File: src/rtl/mem_cpu_core_if.sv
// Bus bundle for mem_cpu_core: the single-port synchronous memory port, the OUT
// stream and the retire/halt status lines.
interface mem_cpu_core_if #(
    parameter int DATA_W = 8,
    parameter int ADDR_W = 12
);
    logic [ADDR_W-1:0] mem_addr;
    logic              mem_rd;
    logic              mem_wr;
    logic [DATA_W-1:0] mem_wdata;
    logic [DATA_W-1:0] mem_rdata;
    logic [DATA_W-1:0] out_data;
    logic              out_valid;
    logic              out_ready;
    logic              instr_done;
    logic              halted;

    // OUT stream: a word transfers at a rising edge with out_valid && out_ready; once
    // raised, out_valid and out_data hold until that edge, and out_ready is ignored while out_valid=0.
    modport master (
        output mem_addr, mem_rd, mem_wr, mem_wdata,
        input  mem_rdata,
        output out_data, out_valid,
        input  out_ready,
        output instr_done, halted
    );

    modport slave (
        input  mem_addr, mem_rd, mem_wr, mem_wdata,
        output mem_rdata,
        input  out_data, out_valid,
        output out_ready,
        input  instr_done, halted
    );
endinterface

File: src/rtl/mem_cpu_core.sv
// Memory-to-memory toy CPU: one-word opcode and operand fields fetched from an
// external synchronous RAM (2-cycle reads, 1-cycle writes), OUT via valid/ready.
module mem_cpu_core #(
    parameter int                DATA_W   = 8,
    parameter int                ADDR_W   = 12,
    parameter logic [ADDR_W-1:0] RESET_PC = '0
) (
    input  logic           clk,
    input  logic           rst_n,
    mem_cpu_core_if.master bus,
    output logic [2:0]     dbg_state
);
    typedef enum logic [2:0] {
        S_FETCH, S_OPER, S_LOAD_A, S_LOAD_B, S_WRITE, S_OUT_WAIT, S_HALT
    } state_t;

    localparam logic [DATA_W-1:0] OP_ADD  = DATA_W'(0);
    localparam logic [DATA_W-1:0] OP_SUB  = DATA_W'(1);
    localparam logic [DATA_W-1:0] OP_JMP  = DATA_W'(3);
    localparam logic [DATA_W-1:0] OP_JZ   = DATA_W'(4);
    localparam logic [DATA_W-1:0] OP_OUT  = DATA_W'(5);
    localparam logic [DATA_W-1:0] OP_SET  = DATA_W'(6);
    localparam logic [DATA_W-1:0] OP_HALT = DATA_W'(7);

    function automatic logic [1:0] nfields(input logic [DATA_W-1:0] op);
        case (op)
            OP_ADD, OP_SUB: return 2'd3;
            OP_JZ, OP_SET:  return 2'd2;
            OP_JMP, OP_OUT: return 2'd1;
            default:        return 2'd0;
        endcase
    endfunction

    function automatic logic [ADDR_W-1:0] to_addr(input logic [DATA_W-1:0] w);
        return ADDR_W'(w);
    endfunction

    state_t            state_q, state_d;
    logic              ph_q, ph_d;  // 0: read issue cycle, 1: capture cycle
    logic [ADDR_W-1:0] pc_q, pc_d;
    logic [DATA_W-1:0] op_q, op_d;
    logic [1:0]        fidx_q, fidx_d;
    logic [DATA_W-1:0] fld_q [3];
    logic [DATA_W-1:0] fld_d [3];
    logic [DATA_W-1:0] a_q, a_d, b_q, b_d;

    logic              rd, wr, done;
    logic [ADDR_W-1:0] addr;
    logic [DATA_W-1:0] wdata;
    logic              arith;

    assign arith = (op_q == OP_ADD) || (op_q == OP_SUB);

    always_comb begin
        state_d = state_q;
        ph_d    = ph_q;
        pc_d    = pc_q;
        op_d    = op_q;
        fidx_d  = fidx_q;
        fld_d   = fld_q;
        a_d     = a_q;
        b_d     = b_q;
        rd      = 1'b0;
        wr      = 1'b0;
        done    = 1'b0;
        addr    = '0;
        wdata   = '0;
        case (state_q)
            S_FETCH: begin
                addr = pc_q;
                rd   = !ph_q;
                ph_d = !ph_q;
                if (ph_q) begin
                    pc_d   = pc_q + ADDR_W'(1);
                    op_d   = bus.mem_rdata;
                    fidx_d = '0;
                    if (bus.mem_rdata == OP_HALT) begin
                        done    = 1'b1;
                        state_d = S_HALT;
                    end else if (nfields(bus.mem_rdata) != 2'd0) begin
                        state_d = S_OPER;
                    end else begin
                        done = 1'b1;
                    end
                end
            end
            S_OPER: begin
                addr = pc_q;
                rd   = !ph_q;
                ph_d = !ph_q;
                if (ph_q) begin
                    pc_d   = pc_q + ADDR_W'(1);
                    fidx_d = fidx_q + 2'd1;
                    for (int i = 0; i < 3; i++) begin
                        if (fidx_q == 2'(i)) fld_d[i] = bus.mem_rdata;
                    end
                    if (fidx_q == nfields(op_q) - 2'd1) begin
                        if (op_q == OP_JMP) begin
                            pc_d    = to_addr(bus.mem_rdata);
                            done    = 1'b1;
                            state_d = S_FETCH;
                        end else if (op_q == OP_SET) begin
                            state_d = S_WRITE;
                        end else begin
                            state_d = S_LOAD_A;
                        end
                    end
                end
            end
            S_LOAD_A: begin
                addr = arith ? to_addr(fld_q[1]) : to_addr(fld_q[0]);
                rd   = !ph_q;
                ph_d = !ph_q;
                if (ph_q) begin
                    a_d = bus.mem_rdata;
                    if (arith) begin
                        state_d = S_LOAD_B;
                    end else if (op_q == OP_JZ) begin
                        // pc already points past both fields, which is the not-taken target
                        if (bus.mem_rdata == '0) pc_d = to_addr(fld_q[1]);
                        done    = 1'b1;
                        state_d = S_FETCH;
                    end else begin
                        state_d = S_OUT_WAIT;
                    end
                end
            end
            S_LOAD_B: begin
                addr = to_addr(fld_q[2]);
                rd   = !ph_q;
                ph_d = !ph_q;
                if (ph_q) begin
                    b_d     = bus.mem_rdata;
                    state_d = S_WRITE;
                end
            end
            S_WRITE: begin
                addr    = to_addr(fld_q[0]);
                wr      = 1'b1;
                wdata   = (op_q == OP_ADD) ? a_q + b_q :
                          (op_q == OP_SUB) ? a_q - b_q : fld_q[1];
                done    = 1'b1;
                state_d = S_FETCH;
            end
            S_OUT_WAIT: begin
                if (bus.out_ready) begin
                    done    = 1'b1;
                    state_d = S_FETCH;
                end
            end
            default: ;
        endcase
    end

    always_ff @(posedge clk or negedge rst_n) begin
        if (!rst_n) begin
            state_q <= S_FETCH;
            ph_q    <= 1'b0;
            pc_q    <= RESET_PC;
            op_q    <= '0;
            fidx_q  <= '0;
            a_q     <= '0;
            b_q     <= '0;
            for (int i = 0; i < 3; i++) fld_q[i] <= '0;
        end else begin
            state_q <= state_d;
            ph_q    <= ph_d;
            pc_q    <= pc_d;
            op_q    <= op_d;
            fidx_q  <= fidx_d;
            a_q     <= a_d;
            b_q     <= b_d;
            fld_q   <= fld_d;
        end
    end

    // Outputs are forced low while reset is asserted; fetch starts right on release.
    assign bus.mem_rd     = rd && rst_n;
    assign bus.mem_wr     = wr && rst_n;
    assign bus.mem_addr   = rst_n ? addr : '0;
    assign bus.mem_wdata  = rst_n ? wdata : '0;
    assign bus.instr_done = done && rst_n;
    assign bus.out_valid  = (state_q == S_OUT_WAIT) && rst_n;
    assign bus.out_data   = a_q;
    assign bus.halted     = (state_q == S_HALT) && rst_n;
    assign dbg_state      = state_q;
endmodule

File: src/flat_wrapper.sv
// flat-port wrapper written by rule: the top's interface ports become plain ports
module mem_cpu_core_flat 
#(
    parameter int                DATA_W   = 8,
    parameter int                ADDR_W   = 12,
    parameter logic [ADDR_W-1:0] RESET_PC = '0
)
  (clk, rst_n, dbg_state, bus_mem_addr, bus_mem_rd, bus_mem_wr, bus_mem_wdata, bus_mem_rdata, bus_out_data, bus_out_valid, bus_out_ready, bus_instr_done, bus_halted);
  mem_cpu_core_if #(.DATA_W(DATA_W), .ADDR_W(ADDR_W)) bus_i ();
  input  logic clk;
  input  logic rst_n;
  output logic [2:0] dbg_state;
  output wire logic [$bits(bus_i.mem_addr)-1:0] bus_mem_addr;
  output wire logic [$bits(bus_i.mem_rd)-1:0] bus_mem_rd;
  output wire logic [$bits(bus_i.mem_wr)-1:0] bus_mem_wr;
  output wire logic [$bits(bus_i.mem_wdata)-1:0] bus_mem_wdata;
  input wire logic [$bits(bus_i.mem_rdata)-1:0] bus_mem_rdata;
  output wire logic [$bits(bus_i.out_data)-1:0] bus_out_data;
  output wire logic [$bits(bus_i.out_valid)-1:0] bus_out_valid;
  input wire logic [$bits(bus_i.out_ready)-1:0] bus_out_ready;
  output wire logic [$bits(bus_i.instr_done)-1:0] bus_instr_done;
  output wire logic [$bits(bus_i.halted)-1:0] bus_halted;
  assign bus_mem_addr = bus_i.mem_addr;
  assign bus_mem_rd = bus_i.mem_rd;
  assign bus_mem_wr = bus_i.mem_wr;
  assign bus_mem_wdata = bus_i.mem_wdata;
  assign bus_i.mem_rdata = bus_mem_rdata;
  assign bus_out_data = bus_i.out_data;
  assign bus_out_valid = bus_i.out_valid;
  assign bus_i.out_ready = bus_out_ready;
  assign bus_instr_done = bus_i.instr_done;
  assign bus_halted = bus_i.halted;
  mem_cpu_core #(.DATA_W(DATA_W), .ADDR_W(ADDR_W), .RESET_PC(RESET_PC)) u_core (.clk(clk), .rst_n(rst_n), .bus(bus_i), .dbg_state(dbg_state));
endmodule
File: config.mk
export PLATFORM = sky130hd
export DESIGN_NAME = mem_cpu_core_flat
export DESIGN_NICKNAME = d
export VERILOG_FILES = /design/src/rtl/mem_cpu_core_if.sv /design/src/rtl/mem_cpu_core.sv /design/src/flat_wrapper.sv
export SDC_FILE = /design/constraint.sdc
export NUM_CORES = 1
export LEC_CHECK = 0
export CORE_UTILIZATION = 45
export DETAILED_ROUTE_END_ITERATION = 12
export PLACE_DENSITY_LB_ADDON = 0.3
export SYNTH_ARGS = -nofsm -noshare
export SYNTH_HDL_FRONTEND = slang
export SYNTH_SLANG_ARGS = --single-unit
File: constraint.sdc
create_clock -name clk -period 3.15 [get_ports clk]
set_input_delay 0.63 -clock clk [delete_from_list [all_inputs] [get_ports clk]]
set_output_delay 0.63 -clock clk [all_outputs]
set_load 0.02 [all_outputs]
# ---- Word-level counts from Yosys, hierarchy flattened
# Index checks and enable logic that the tools add are counted.
dict set report op_classes {
  n_addsub 5
  eq_ne 30
  n_reduce_logical 32
  mux 52
}
# cell count
set ops {}
lappend ops {{12-bit two-way mux} 9}
lappend ops {{8-bit by 3-bit equality test with 1-bit output, second input constant} 7}
lappend ops {{12-bit one-hot mux with 4 select lines} 1}
lappend ops {{8-bit two-way mux} 5}
lappend ops {{3-bit two-way mux} 12}
lappend ops {{12-bit one-hot mux with 3 select lines} 1}
lappend ops {{3-bit one-hot mux with 6 select lines} 1}
lappend ops {{8-bit by 1-bit equality test with 1-bit output, second input constant} 2}
lappend ops {{8-bit by 2-bit equality test with 1-bit output, second input constant} 2}
lappend ops {{8-bit logical NOT} 2}
lappend ops {{2-bit two-way mux} 7}
lappend ops {{2-bit by 1-bit inequality test with 1-bit output, second input constant} 7}
lappend ops {{2-bit OR reduction} 7}
lappend ops {{12-bit by 1-bit adder with 12-bit output, second input constant} 1}
lappend ops {{1-bit two-way mux} 12}
lappend ops {{2-bit one-hot mux with 3 select lines} 2}
lappend ops {{3-bit AND reduction} 4}
lappend ops {{3-bit equality test, second input constant} 3}
lappend ops {{8-bit adder} 1}
lappend ops {{8-bit AND reduction} 1}
lappend ops {{8-bit subtractor} 1}
lappend ops {{7-bit AND reduction} 1}
lappend ops {{3-bit by 2-bit equality test with 1-bit output, second input constant} 2}
lappend ops {{2-bit AND reduction} 3}
lappend ops {{19 further kinds} 25}
dict set report totals {
  elab_cells 129
  out_inout_bits 36
  reg_bits 66
  inputBits 11
}

# ---- Longest topological paths before layout
dict set report depth {
  word_depth 12
  ltp_mapped 10
  ltp_nobuf 10
}

# ---- Worst setup path after synthesis
# Ideal clock, no wire load.
dict set report synth_timing {
  path_kind {register -> output}
  from {reg u_core.a_q[0] (netlist: u_core.bus.out_data[0])}
  to {out bus_mem_wdata[6]}
  n_path_buf 0
  setup_slack_ns 0.228
  t_arrival_ns 2.292
  required_ns 2.520
  stages_incl_launch_ff 11
  cell_sequence {dfrtp_1 -> inv_1 -> ha_1 -> inv_1 -> fa_1 -> a21o_1 -> a21o_1 -> a211oi_1 -> nor3b_1 -> or3_1 -> nand3_1}
}
dict set report synth_via {
  elab_chain_cells 5
  elab_cells_between_ends 6
  classes_between {add/sub: 2; mux: 4}
}
# item line_no
set synth_lines {}
lappend synth_lines {{from (decl)} mem_cpu_core.sv:45} ;# logic [DATA_W-1:0] a_q, a_d, b_q, b_d;
lappend synth_lines {{from (signal assigned)} mem_cpu_core.sv:162} ;# a_q <= '0;
lappend synth_lines {{from (signal assigned)} mem_cpu_core.sv:171} ;# a_q <= a_d;
lappend synth_lines {{8-bit subtractor} mem_cpu_core.sv:141} ;# (op_q == OP_SUB) ? a_q - b_q : fld_q[1];
lappend synth_lines {{8-bit two-way mux} mem_cpu_core.sv:141}
lappend synth_lines {{8-bit two-way mux *} mem_cpu_core.sv:140} ;# wdata = (op_q == OP_ADD) ? a_q + b_q :
lappend synth_lines {{8-bit two-way mux *} mem_cpu_core.sv:68} ;# case (state_q)
lappend synth_lines {{8-bit two-way mux *} mem_cpu_core.sv:181} ;# assign bus.mem_wdata = rst_n ? wdata : '0;
lappend synth_lines {{to (decl)} flat_wrapper.sv:16} ;# output wire logic [$bits(bus_i.mem_wdata)-1:0] bus_mem_wdata;
# Mark *: on every way between the ends. The rest lies on a longest branch, timed or not.

# ---- Final worst setup path
dict set report layout_timing {
  from {reg u_core.op_q[5]}
  to {out bus_mem_addr[5]}
}
dict set report layout_via {
  elab_chain_cells 5
  elab_cells_between_ends 6
  classes_between {eq/ne: 1; mux: 3; reduce/logical: 2}
}
# item line_no
set layout_lines {}
lappend layout_lines {{from (decl)} mem_cpu_core.sv:41} ;# logic [DATA_W-1:0] op_q, op_d;
lappend layout_lines {{from (signal assigned)} mem_cpu_core.sv:169} ;# op_q <= op_d;
lappend layout_lines {{8-bit by 1-bit equality test with 1-bit output or 8-bit logical NOT (tied branches)} mem_cpu_core.sv:52} ;# assign arith = (op_q == OP_ADD) || (op_q == OP_SUB);
lappend layout_lines {{1-bit logical OR *} mem_cpu_core.sv:52}
lappend layout_lines {{8-bit two-way mux *} mem_cpu_core.sv:111} ;# addr = arith ? to_addr(fld_q[1]) : to_addr(fld_q[0]);
lappend layout_lines {{12-bit one-hot mux with 4 select lines *} mem_cpu_core.sv:68}
lappend layout_lines {{12-bit two-way mux *} mem_cpu_core.sv:180} ;# assign bus.mem_addr = rst_n ? addr : '0;
lappend layout_lines {{to (decl)} flat_wrapper.sv:13} ;# output wire logic [$bits(bus_i.mem_addr)-1:0] bus_mem_addr;
# Marks and branches as above.

==> impl_results.md <==
* Power Internal at 0.00332 W
* Synth top area cells: dfrtp_1 (38%), mux2_2 (12%), ha_1 (5.2%)
* Setup Crit Path Kind: reg -> out
* F_max at 0.305 GHz
* Clock tree buffer depth at 2
* Largest net degree at the start of global routing at 52
* Pre-CTS setup slack at -0.273 ns
* Total Wirelength at 12700 um
* Syn_area_per_cell at 9.27 um2
* Total global routing overflow at 0
* FP Rows at 35
* GR Util met1 at 0.351
* Vias in the first global route at 4097
* Failing checks: setup timing
* Multi-input combinational cell area at 2610 um2
* Combinational Power Share at 0.580
* Syn nets at between 400 and 500
* Critical Path Start: u_core.op_q[5]
* Layout area overhead at 29.1%
* CTS H-Tree Depth at 3
* IO buf count at 46
* Sink Count at 66
* CTS Buf Count at 9
* Post-synth cell types at 62
* Top Ports at 47
* Total track usage at 0.268
* Total Die Area at 10000 um2
* RSZ-0062 raised after global routing: true
* Final Slew Violations at 0
* Area leader, netlist: dfrtp_1
* Gp weighted congestion at 0.881
* TNS Setup at -0.431 ns
* CP Launch Type: flip-flop
* Share of cells above drive strength 1 at 0.293
* Peak supply drop at 0.634 mV
* Vias/cell at slightly below 6
* TritonRoute pass-1 iters at 7
* Antenna viol nets, final at 0
* Detailed-route via count at 4080
* CP endpoint kind: output port
* Starting Density at 0.465
* # diodes at 0
* Hold Path Class: in -> async
* Lkg Pwr at 2.38 nW
* Filler cells at 829
* PnR worst setup slack at -0.124 ns
* Most common cell on crit path: or4_4
* Max-cap check violation count at 0
* Switching power at around 0.0025 W
* Min Tclk post-route at 3.27 ns
* Clk root buf: clkbuf_8
* Worst reg2reg startpoint: u_core.op_q[5]
* Flop pwr share at 0.285
* Worst-Skew Late Latency at 0.34 ns
* Yosys warning count at 0
* Power density over the cells at 1040 nW/um2
* GRT busiest layer: met2
* Met2 Resource Use GR at 0.443
* Worst path required time at 2.52 ns
* Arr. time, crit path at 2.64 ns
* WL/cell at between 15 and 20 um
* Critical path's largest stage delay at 0.54 ns
* Primary FF master, synth: dfrtp_1
* Clk slew on worst S/H paths at 0.08 ns
* Worst-path cell chain: or4_4, or4_4, a21oi_4, nor2_4, a222oi_1, nor2_1, buf_2
* Switching part of the total at 0.427
* Hpwl dp at 9120 um
* Max Clock Skew at 0.00919 ns
* CTS tree: done
* Cell with the largest stage delay on the worst path: or4_4
* Worst-path fanout max at 8
* Global-route wire length before repair at a little over 20000 um
* Initial antenna violation count at 0
* Core area at 9280 um2
* Top cell type's share of synthesized area at 0.382
* Post-synth EDFFs at 0
* Final #Nets at 590
* Register area at 1650 um2
* Die width at 100 um
* Clock group share of total power at 0.135
* Most common cell in the netlist: dfrtp_1
* Async SR Flop Fraction at 1.00
* Drt drc at 0
* Final Hold Fails at 0
* Status: complete, but fails checks
* Worst reg2reg path depth at 8
* WHS at 0.300 ns
* Post-Syn Instances at about 470
* Post-synth top cells: dfrtp_1 (66), nand2_1 (49), mux2_2 (47), nor2_1 (36), o21ai_0 (29)
* Final setup viols at 7
* Cell Area, Synth at 4320 um2
* Register area share after synthesis at 0.382
* Slew headroom at 0.546
* Die Y at 100 um
* Tcrit/Tclk final at 1.04
* 1st-iter DRT viols at 373
* Met3 usage at 0.0390
* Register bit total from synthesis at 66
* Actual slew at the worst max-slew pin at just under 0.7 ns
## through the flow
step	instances	util	power (W)	area (um2)
6_report	692	0.601	0.00579	5580
5_1_grt	692	0.601	0.00619	5580
4_1_cts	685	0.585	0.00551	5430
3_5_place_dp	667	0.562	0.00469	5220
3_3_place_gp	667	0.562	0.00458	5220
2_1_floorplan	466	-	0.00361	4320
## placed cells by master (no fill, tap or decap), types with 14 or more instances in the layout
cell              n
dfrtp_1          66
nor2_1           36
o21ai_0          27
clkdlybuf4s50_1  28
buf_4            61
mux2_2           47
inv_1            19
nand2_1          49
ha_1             14
a21oi_1          14
## worst paths after layout
kind	endpoint	slack [ns]
worst min-delay path	u_core.pc_q[1]	0.30
max in group asynchronous	u_core.b_q[6]	1.89
worst max register to register	u_core.pc_q[0]	0.62
min in group clk	u_core.pc_q[11]	0.49
worst max-delay path	bus_mem_addr[5]	-0.12
worst min register to register	u_core.pc_q[11]	0.49
## cell type report
type                    count  share of cell area
multi-input cells         352               0.467
inverters                  25              0.0168
clock buffers              10              0.0229
repair buffers            105               0.153
flip-flops and latches     66               0.296
well taps                 129              0.0289
clock inverters             5              0.0144
## flip-flops by register name (all words and copies together) (netlist names)
signal and cells:
u_core.b_q 8, u_core.bus.out_data 8, u_core.dbg_state 3, u_core.fidx_q 2
u_core.fld_q 24, u_core.op_q 8, u_core.pc_q 12, u_core.ph_q 1
## power groups by stage
stage               Sequential, W  Clock (W)  Combinational [W]
finish                    0.00165   0.000784            0.00336
global route              0.00169   0.000825            0.00367
CTS                       0.00162   0.000793            0.00310
detailed placement        0.00163          0            0.00306
global placement          0.00161          0            0.00298
floorplan                 0.00161          0            0.00200
## critical path, delay by kind of cell, from the launching register on
| kind | cells | cell delay [ns] |
|---|---|---|
| buffers and inverters | 1 | 0.17 |
| AO/OA/AOI/OAI | 2 | 0.59 |
| AND/OR/NAND/NOR | 4 | 1.17 |
| flip-flops | 1 | 0.39 |
## per-layer routing
metal  share of wire  vias up
met3           0.071       33
met5               0        -
met2            0.49      173
li1                -     1888
met4           0.034        0
met1            0.41     1986
## logic make-up after synthesis
family          synth area share
flops                      0.382
fa+ha+maj                 0.0614
simple gates               0.185
buf+inv                   0.0463
xor+xnor                  0.0203
compound gates             0.180
mux                        0.125
## what timing repair did
action | in CTS | in global routing
hold buffers | 0 | 0
setup buffers | 2 | 7
pin swaps | 11 | 14
gates cloned | 1 | 0
setup endpoints to repair | 17 | 15
gates resized for setup | 67 | 31
Note: power is estimated with default switching activity, not from simulation.
